### config.mk
export PLATFORM = sky130hd
export DESIGN_NAME = mem_arbiter
export DESIGN_NICKNAME = d
export VERILOG_FILES = /design/src/rtl/mem_arbiter.sv
export SDC_FILE = /design/constraint.sdc
export NUM_CORES = 1
export LEC_CHECK = 0
export BUFFER_PORTS_ARGS = -buffer_cell sky130_fd_sc_hd__buf_2
export CAP_MARGIN = 40
export CORE_AREA = 5 5 104 106
export DETAILED_ROUTE_END_ITERATION = 10
export DIE_AREA = 0 0 109 111
export GPL_TIMING_DRIVEN = 0
export SLEW_MARGIN = 20
export SYNTH_ARGS = -nofsm -noshare
export SYNTH_HDL_FRONTEND = slang
export SYNTH_SLANG_ARGS = --single-unit
export TNS_END_PERCENT = 50
### constraint.sdc
create_clock -name clk -period 1.1 [get_ports clk]
set_input_delay 0.11 -clock clk [delete_from_list [all_inputs] [get_ports clk]]
set_output_delay 0.11 -clock clk [all_outputs]
set_load 0.01 [all_outputs]
### src/rtl/mem_arbiter.sv
// Two-master round-robin arbiter onto a single-port registered-read RAM.
// Grants are combinational; a one-entry tracker routes the next-cycle read data to its owner.
module mem_arbiter #(
    parameter int unsigned RESET_PRIO = 0
) (
    input  logic        clk,
    input  logic        rst_n,
    input  logic        m0_req,
    input  logic [31:0] m0_addr,
    output logic        m0_gnt,
    output logic        m0_rvalid,
    output logic [31:0] m0_rdata,
    input  logic        m1_req,
    input  logic [31:0] m1_addr,
    input  logic [31:0] m1_d,
    input  logic [3:0]  m1_we,
    output logic        m1_gnt,
    output logic        m1_rvalid,
    output logic [31:0] m1_rdata,
    output logic        mem_en,
    output logic [31:0] mem_addr,
    output logic [31:0] mem_d,
    output logic [3:0]  mem_we,
    input  logic [31:0] mem_q
);

    typedef enum logic {
        M0 = 1'b0,
        M1 = 1'b1
    } master_t;

    // The pointer holds the last granted master, so reset loads the opposite of RESET_PRIO.
    localparam master_t RESET_LAST = (RESET_PRIO == 0) ? M1 : M0;

    master_t last_q;
    master_t resp_owner_q;
    logic    resp_valid_q;

    always_comb begin
        m0_gnt = 1'b0;
        m1_gnt = 1'b0;
        if (rst_n) begin
            if (m0_req && m1_req) begin
                if (last_q == M1) begin
                    m0_gnt = 1'b1;
                end else begin
                    m1_gnt = 1'b1;
                end
            end else begin
                m0_gnt = m0_req;
                m1_gnt = m1_req;
            end
        end
    end

    always_comb begin
        mem_en   = m0_gnt | m1_gnt;
        mem_addr = '0;
        mem_d    = '0;
        mem_we   = '0;
        if (m0_gnt) begin
            mem_addr = m0_addr;
        end else if (m1_gnt) begin
            mem_addr = m1_addr;
            mem_d    = m1_d;
            mem_we   = m1_we;
        end
    end

    always_ff @(posedge clk) begin
        if (!rst_n) begin
            last_q       <= RESET_LAST;
            resp_valid_q <= 1'b0;
            resp_owner_q <= M0;
        end else begin
            resp_valid_q <= m0_gnt | m1_gnt;
            if (m0_gnt) begin
                last_q       <= M0;
                resp_owner_q <= M0;
            end else if (m1_gnt) begin
                last_q       <= M1;
                resp_owner_q <= M1;
            end
        end
    end

    // Responses are also masked while rst_n is low, so an access in flight when reset asserts never surfaces.
    always_comb begin
        m0_rvalid = rst_n & resp_valid_q & (resp_owner_q == M0);
        m1_rvalid = rst_n & resp_valid_q & (resp_owner_q == M1);
        m0_rdata  = m0_rvalid ? mem_q : '0;
        m1_rdata  = m1_rvalid ? mem_q : '0;
    end

endmodule
=== Yosys cells after proc, flatten, opt, wreduce, memory -nomap -nowiden ===
Cells that the tools add are included.

* Output and inout bits: 137
* Bits in registers: 3
* Logic and storage cells: 28
* Input bits: 136

* Multiplexer cells: 16
* Reductions and logical operators: 3
* Bitwise operators: 6

{| class="wikitable"
|+ Operators with widths
! operator !! count
|-
| $mux 32 || 6
|-
| $mux 1 || 8
|-
| $mux 4 || 2
|-
| $and 1x1->1 || 3
|-
| $not 1->1 || 2
|-
| $reduce_bool 2->1 || 1
|-
| $reduce_or 2->1 || 1
|-
| $logic_and 1x1->1 || 1
|-
| $or 1x1->1 || 1
|}

=== Longest topological paths before layout ===
Gate-level depths: netlist of run 1.

* Word-level depth: 5
* Mapped depth: 5
* Mapped depth without buffers: 2

=== Worst setup path after synthesis of run 1 ===
OpenSTA, ideal clock, no wires.

* Path kind: register -> output
* From: reg last_q
* To: out mem_addr[10]
* Stages on the path, launching flop included: 5
* Buffers on the path: 2
* Path slack: -0.021 ns
* Data arrival time: 1.011 ns
* Required time: 0.990 ns
* Cells stage by stage: dfxtp_1 > nor2b_4 > buf_6 > buf_12 > o32ai_2

* Word-level cells in the longest chain between the ends: 5
* Elaborated cells on any way between the ends: 8
* Classes of those cells: mux: 8

{| class="wikitable"
|+ Ends and longest elaborated chain
! what !! line !! text
|-
| start, declared || 35 || <nowiki>master_t last_q;</nowiki>
|-
| start signal, assigned || 72 || <nowiki>last_q <= RESET_LAST;</nowiki>
|-
| start signal, assigned || 78 || <nowiki>last_q <= M0;</nowiki>
|-
| start signal, assigned || 81 || <nowiki>last_q <= M1;</nowiki>
|-
| $mux 1 || 44 || <nowiki>if (last_q == M1) begin</nowiki>
|-
| $mux 1 || 43 || <nowiki>if (m0_req && m1_req) begin</nowiki>
|-
| $mux 1 || 42 || <nowiki>if (rst_n) begin</nowiki>
|-
| $mux 32 || 63 || <nowiki>end else if (m1_gnt) begin</nowiki>
|-
| $mux 32 * || 61 || <nowiki>if (m0_gnt) begin</nowiki>
|-
| end, declared || 21 || <nowiki>output logic [31:0] mem_addr,</nowiki>
|}

Mark *: on every way between the ends. The rest lies on a longest branch, timed or not.

=== Worst setup path after layout of run 1 ===
* From: reg last_q
* To: out mem_addr[2]

The elaborated chain is that of the path after synthesis.

==> results of run 1 <==
per-layer routing:
| metal | GRT usage | vias to the layer above | share of wire |
|---|---|---|---|
| li1 | - | 1553 | - |
| met1 | 0.162 | 1424 | 0.36 |
| met2 | 0.298 | 182 | 0.53 |
| met3 | 0.0227 | 12 | 0.094 |
| met4 | 0.0286 | 0 | 0.013 |
| met5 | 0 | - | 0 |
sequential cells by signal, indices dropped and copies added, names as in the netlist:
name	count
resp_owner_q	1
last_q	1
resp_valid_q	1
report_power, final:
group / leakage [nW] / switching [mW] / internal, mW
clock: 0.0228 / 0.0657 / 0.246
combinational: 2.19 / 0.795 / 0.840
sequential: 0.0257 / 0.00910 / 0.119
kinds of logic after synthesis:
family / count (synthesis)
and+or+nand+nor: 208
buffers and inverters: 38
AOI/OAI and AO/OA: 37
DFF: 3
Yosys cell counts, drive strengths merged (2+ instances only):
cell	count
nand2	98
nor2	67
nor3b	36
o32ai	32
buf	30
clkbuf	5
dfxtp	3
inv	2
nand2b	2
o21a	2
worst reg2reg max path, cell delays in order, from the launching register on:
cell      delay [ns]
dfxtp_4         0.35
or2b_1          0.24
a21boi_0        0.15
worst min-delay path by stage:
stage	start	end	slack (ns)	depth (start not counted)
2_1_floorplan	m1_req	resp_valid_q	0.22	1
3_3_place_gp	m1_req	resp_valid_q	0.42	2
3_5_place_dp	m1_req	resp_valid_q	0.42	2
4_1_cts	m1_req	resp_valid_q	0.20	2
5_1_grt	m1_req	resp_valid_q	0.23	2
6_report	m1_req	resp_valid_q	0.21	2
area by class of cell:
type	instances	area (sq um)
buffer	33	404
inverter	2	7.51
multi-input combinational	245	1910
clock buffer	4	45.0
timing repair buffer	290	1680
sequential	3	66.3
tap	133	166
fill	958	5410
through the flow:
step	cells	setup slack (ns)	hold WS, ns	TNS, ns	area [sq um]
final	710	-0.320	0.208	-26.96	4270
after floorplan	286	-0.0212	0.220	-0.885	2010
after detailed placement	690	-0.204	0.422	-16.48	3530
after global routing	710	-0.363	0.232	-34.28	4270
after global placement	690	-0.204	0.417	-16.28	3530
after CTS	706	-0.357	0.203	-29.52	4020
what timing repair did:
| item | in CTS | in global routing |
|---|---|---|
| hold endpoints to repair | 0 | 0 |
| pin swaps | 51 | 18 |
| setup buffers | 7 | 2 |
| cloned | 6 | 4 |
| endpoints found under the setup margin | 134 | 136 |
| resized for setup | 80 | 31 |
==> results_dict.tcl, run 1 <==
set metrics [dict create \
    violations "negative setup slack" \
    drcViolationCount 0 \
    insertion_delay_ns 0.21 \
    synth_top_area_share 0.243 \
    post-route-util 0.441 \
    nNetsFinal 714 \
    synth_top_family_by_area "simple AND/OR/NAND/NOR gates" \
    port_buffers 271 \
    ys_types 28 \
    clock_path_buffers 2 \
    critPathArrivalTime_ns 1.31 \
    grt-ovfl-total 0 \
    tritoncts "done" \
    io_pins 273 \
    vdd_drop_max_v 0.000280 \
    r2r_setup_slack_ns 0.27 \
    die_area_sq_um 12100 \
    slowest_stage "dfxtp_4" \
    cp.depth 5 \
    ys_top_cells_by_area "o32ai_2 (24%), nand2_1 (18%), nor3b_2 (18%)" \
    power.total_mw 2.07 \
    synthAdderAreaFrac 0 \
    core_sq_um 9680 \
    p_per_area_nw_per_um2 486 \
    grt_max_degree 11 \
    drt_iter0_markers 151 \
    synth-edff-count 0 \
    synth_ff_type "dfxtp_1" \
    critPathTopFamily "buffers and inverters" \
    critPathCapture "mem_addr[2]" \
    end_kind "output port" \
    antenna_found_initial 0 \
    fin_skew_ns 0.000817 \
    ys_ff_latch 3 \
    syn_to_final_growth_pct 113 \
    diodes 0 \
    maxSlewHeadroom 0.755 \
    critPathMaxStageDelay_ns 0.37 \
    cts_root_buf "clkbuf_8" \
    mostFrequentLayoutCell "buf_2" \
    synth-async-reset-ratio 0 \
    crit_buf_inv 3 \
    ant_nets 0 \
    cts_buffers 3 \
    tightest_slew_ns 0.368 \
    fin_crit_ns 1.42 \
    drt_pass1_iterations 5 \
    status "finished with violations" \
    clock-sinks 3 \
    worstReg2RegStart "last_q" \
    avgSynthCellArea_sq_um 7.03 \
    synth_mux_area_frac 0 \
    critPathRequiredTime_ns 0.99 \
    vias 3171 \
    clkSlewWorstSetupHoldPaths_ns 0.03 \
    synth-compound-area-share 0.271 \
    critPathKind "flip-flop to output port" \
    fin_crit_sh 1.29 \
    die_w_um 109 \
    drive_gt1_frac 0.742 \
    grt_usage 0.150 \
    grt_pass1_wl_mm 15.3 \
    fmax_ghz 0.704 \
    p_leak_nw 2.24 \
    synthSimpleGateAreaFrac 0.542 \
    cp_max_fo 5 \
    yosys_warnings 0 \
    cts_htree_levels 1 \
    worstReg2RegEnd "resp_owner_q" \
    rows 36 \
    worstSetupStartpoint "last_q" \
    yosysSeqAreaShare 0.0299 \
    yosys.area.top_type "o32ai_2" \
    place.gp.congestion 0.873 \
    slew_violations 0 \
    hold_viol 0 \
    maxCapViolCount 0 \
    wl_mm 10.4 \
    dpl.hpwl_mm 8.47 \
    grt_pass1_vias 3221 \
    initial_core_util 0.207 \
    synthesis.area_sq_um 2010 \
    reg2reg_depth 2 \
    crit_chain "nor2b_4, buf_12, clkbuf_16, o32ai_4, buf_2" \
    hold_class "input pin to flip-flop" \
    setup_violations 136 \
    post_drt_wl_per_cell_um 14.7 \
    syn-num-nets 422 \
    cts.hold.buffers_added 0 \
    fin_ws_ns -0.320 \
    postSynthCellCount 286 \
    crit_path_start_kind "flip-flop" \
    die_h_um 111 \
    via_per_inst 4.47 \
    mostFrequentLayoutCells "buf_2 (277), nand2_1 (85), nor2_1 (52), nor3b_2 (33), o32ai_2 (22)" \
    synth-xor-area-share 0 \
    rsz0062_at_grt "true" \
]
No activity file was read; power rests on OpenSTA's default activity.
==> run 2: changes to the inputs <==
- MAX_ROUTING_LAYER: not set -> met4
==> run 2 against run 1 <==
  * Die area is the same
  * Sequential cell count unchanged
  * Via count is 0.16% lower
  * Maximum frequency barely moved
  * Clock skew grew 0.0017 ns
  * Critical path depth did not move
  * Hold slack worse by 0.0027 ns
  * The flow still finishes with violations (negative setup slack)
  * Core utilization decreased by 0.12 points
  * Register-to-register slack about the same
  * First-iteration DRC count increased by 4.0%
  * Largest power group unchanged
  * Global-route usage up 0.42 points
==> results_dict.tcl, run 2 (same netlist as run 1, synthesis figures left out) <==
set metrics [dict create \
    die_area_sq_um 12100 \
    drt_pass1_iterations 4 \
    clkSlewWorstSetupHoldPaths_ns 0.03 \
    nNetsFinal 714 \
    insertion_delay_ns 0.21 \
    p_per_area_nw_per_um2 487 \
    clock-sinks 3 \
    cts_root_buf "clkbuf_8" \
    fin_crit_ns 1.42 \
    grt_usage 0.154 \
    cts.hold.buffers_added 0 \
    fill_cells 957 \
    reg_top3 "last_q (1), resp_owner_q (1), resp_valid_q (1)" \
    critPathRequiredTime_ns 0.99 \
    setup_violations 136 \
    ant_nets 0 \
    rows 36 \
    violations "negative setup slack" \
    grt_max_degree 11 \
    crit_chain "nor2b_4, buf_12, clkbuf_16, o32ai_2, buf_2" \
    vias 3166 \
    fin_skew_ns 0.00251 \
    slew_violations 0 \
    design_area_sq_um 4260 \
    syn_to_final_growth_pct 112 \
    tritoncts "done" \
    initial_core_util 0.207 \
    maxCapViolCount 0 \
    tightest_slew_ns 0.371 \
    maxSlewHeadroom 0.753 \
    hold_class "input pin to flip-flop" \
    fin_ws_ns -0.319 \
    slowest_stage "dfxtp_4" \
    die_w_um 109 \
    fin_crit_sh 1.29 \
    post-route-util 0.440 \
    core_sq_um 9680 \
    via_per_inst 4.46 \
    hold_viol 0 \
    vdd_drop_max_v 0.000283 \
    rsz0062_at_grt "true" \
    dp_slack_ns -0.204 \
    post_drt_wl_per_cell_um 14.8 \
    die_h_um 111 \
    dpl_cell_area_sq_um 3530 \
    dp_cells 690 \
    io_pins 273 \
    finalNonFillerCells 710 \
    drt_iter0_markers 157 \
    grt_pass1_vias 3222 \
    critPathArrivalTime_ns 1.31 \
    cts_htree_levels 1 \
    drcViolationCount 0 \
    antenna_found_initial 0 \
    drive_gt1_frac 0.742 \
    clock_path_buffers 2 \
    fmax_ghz 0.705 \
    critPathTopFamily "buffers and inverters" \
    grt-ovfl-total 0 \
    p_leak_nw 2.24 \
    crit_buf_inv 3 \
    dpl.hpwl_mm 8.47 \
    cts_buffers 3 \
    wl_mm 10.5 \
    diodes 0 \
    critPathMaxStageDelay_ns 0.37 \
    end_kind "output port" \
    place.gp.congestion 0.887 \
    crit_path_start_kind "flip-flop" \
    port_buffers 271 \
    mostFrequentLayoutCell "buf_2" \
    status "finished with violations" \
    mostFrequentLayoutCells "buf_2 (277), nand2_1 (85), nor2_1 (52), nor3b_2 (33), o32ai_2 (23)" \
    grt_pass1_wl_mm 15.3 \
    cp_max_fo 5 \
    critPathKind "flip-flop to output port" \
]
[run 2: cell counts in the layout (fill, tap and decap cells not counted)]
Identical to the previous run, type by type.
[run 2: layout make-up]
cell class / count / area [sq um] / share of cell area
Tap cell: 133 / 166 / 0.0390
Clock buffer: 4 / 45.0 / 0.0106
Inverter: 2 / 7.51 / 0.00176
Buffer: 33 / 404 / 0.0948
Timing Repair Buffer: 290 / 1680 / 0.393
Sequential cell: 3 / 66.3 / 0.0156
Multi-Input combinational cell: 245 / 1900 / 0.445
[run 2: where the power goes]
group,internal (mW),switching (mW)
combinational,0.837,0.792
clock,0.247,0.0702
sequential,0.119,0.00910
total,1.20,0.871
[run 2: metal layers]
| metal | part of all wire | GRT usage | up-vias |
|---|---|---|---|
| li1 | - | - | 1549 |
| met1 | 0.37 | 0.168 | 1430 |
| met2 | 0.54 | 0.298 | 177 |
| met3 | 0.085 | 0.0140 | 10 |
| met4 | 0.010 | 0.0286 | 0 |
| met5 | 0 | - | - |
[run 2: stage by stage]
stage	power [mW]	TNS, ns	hold slack (ns)
final	2.07	-27.28	0.206
after global routing	2.22	-34.25	0.232
after CTS	1.96	-29.52	0.203
after detailed placement	1.41	-16.48	0.422
after global placement	1.38	-16.28	0.417
after floorplan	0.875	-0.885	0.220
[run 2: repair_timing]
action | 4_1_cts | 5_1_grt
setup buffers | 7 | 2
gates cloned | 6 | 4
gates resized for setup | 80 | 30
endpoints found under the setup margin | 134 | 136
pin swaps | 51 | 18
[run 2: worst paths after layout]
| kind | startpoint | end | slack (ns) | depth (start not counted) |
|---|---|---|---|---|
| max | last_q | mem_addr[2] | -0.32 | 5 |
| min | m1_req | resp_valid_q | 0.21 | 2 |
| max reg2reg | last_q | resp_owner_q | 0.26 | 2 |
| min reg2reg | last_q | last_q | 0.55 | 2 |
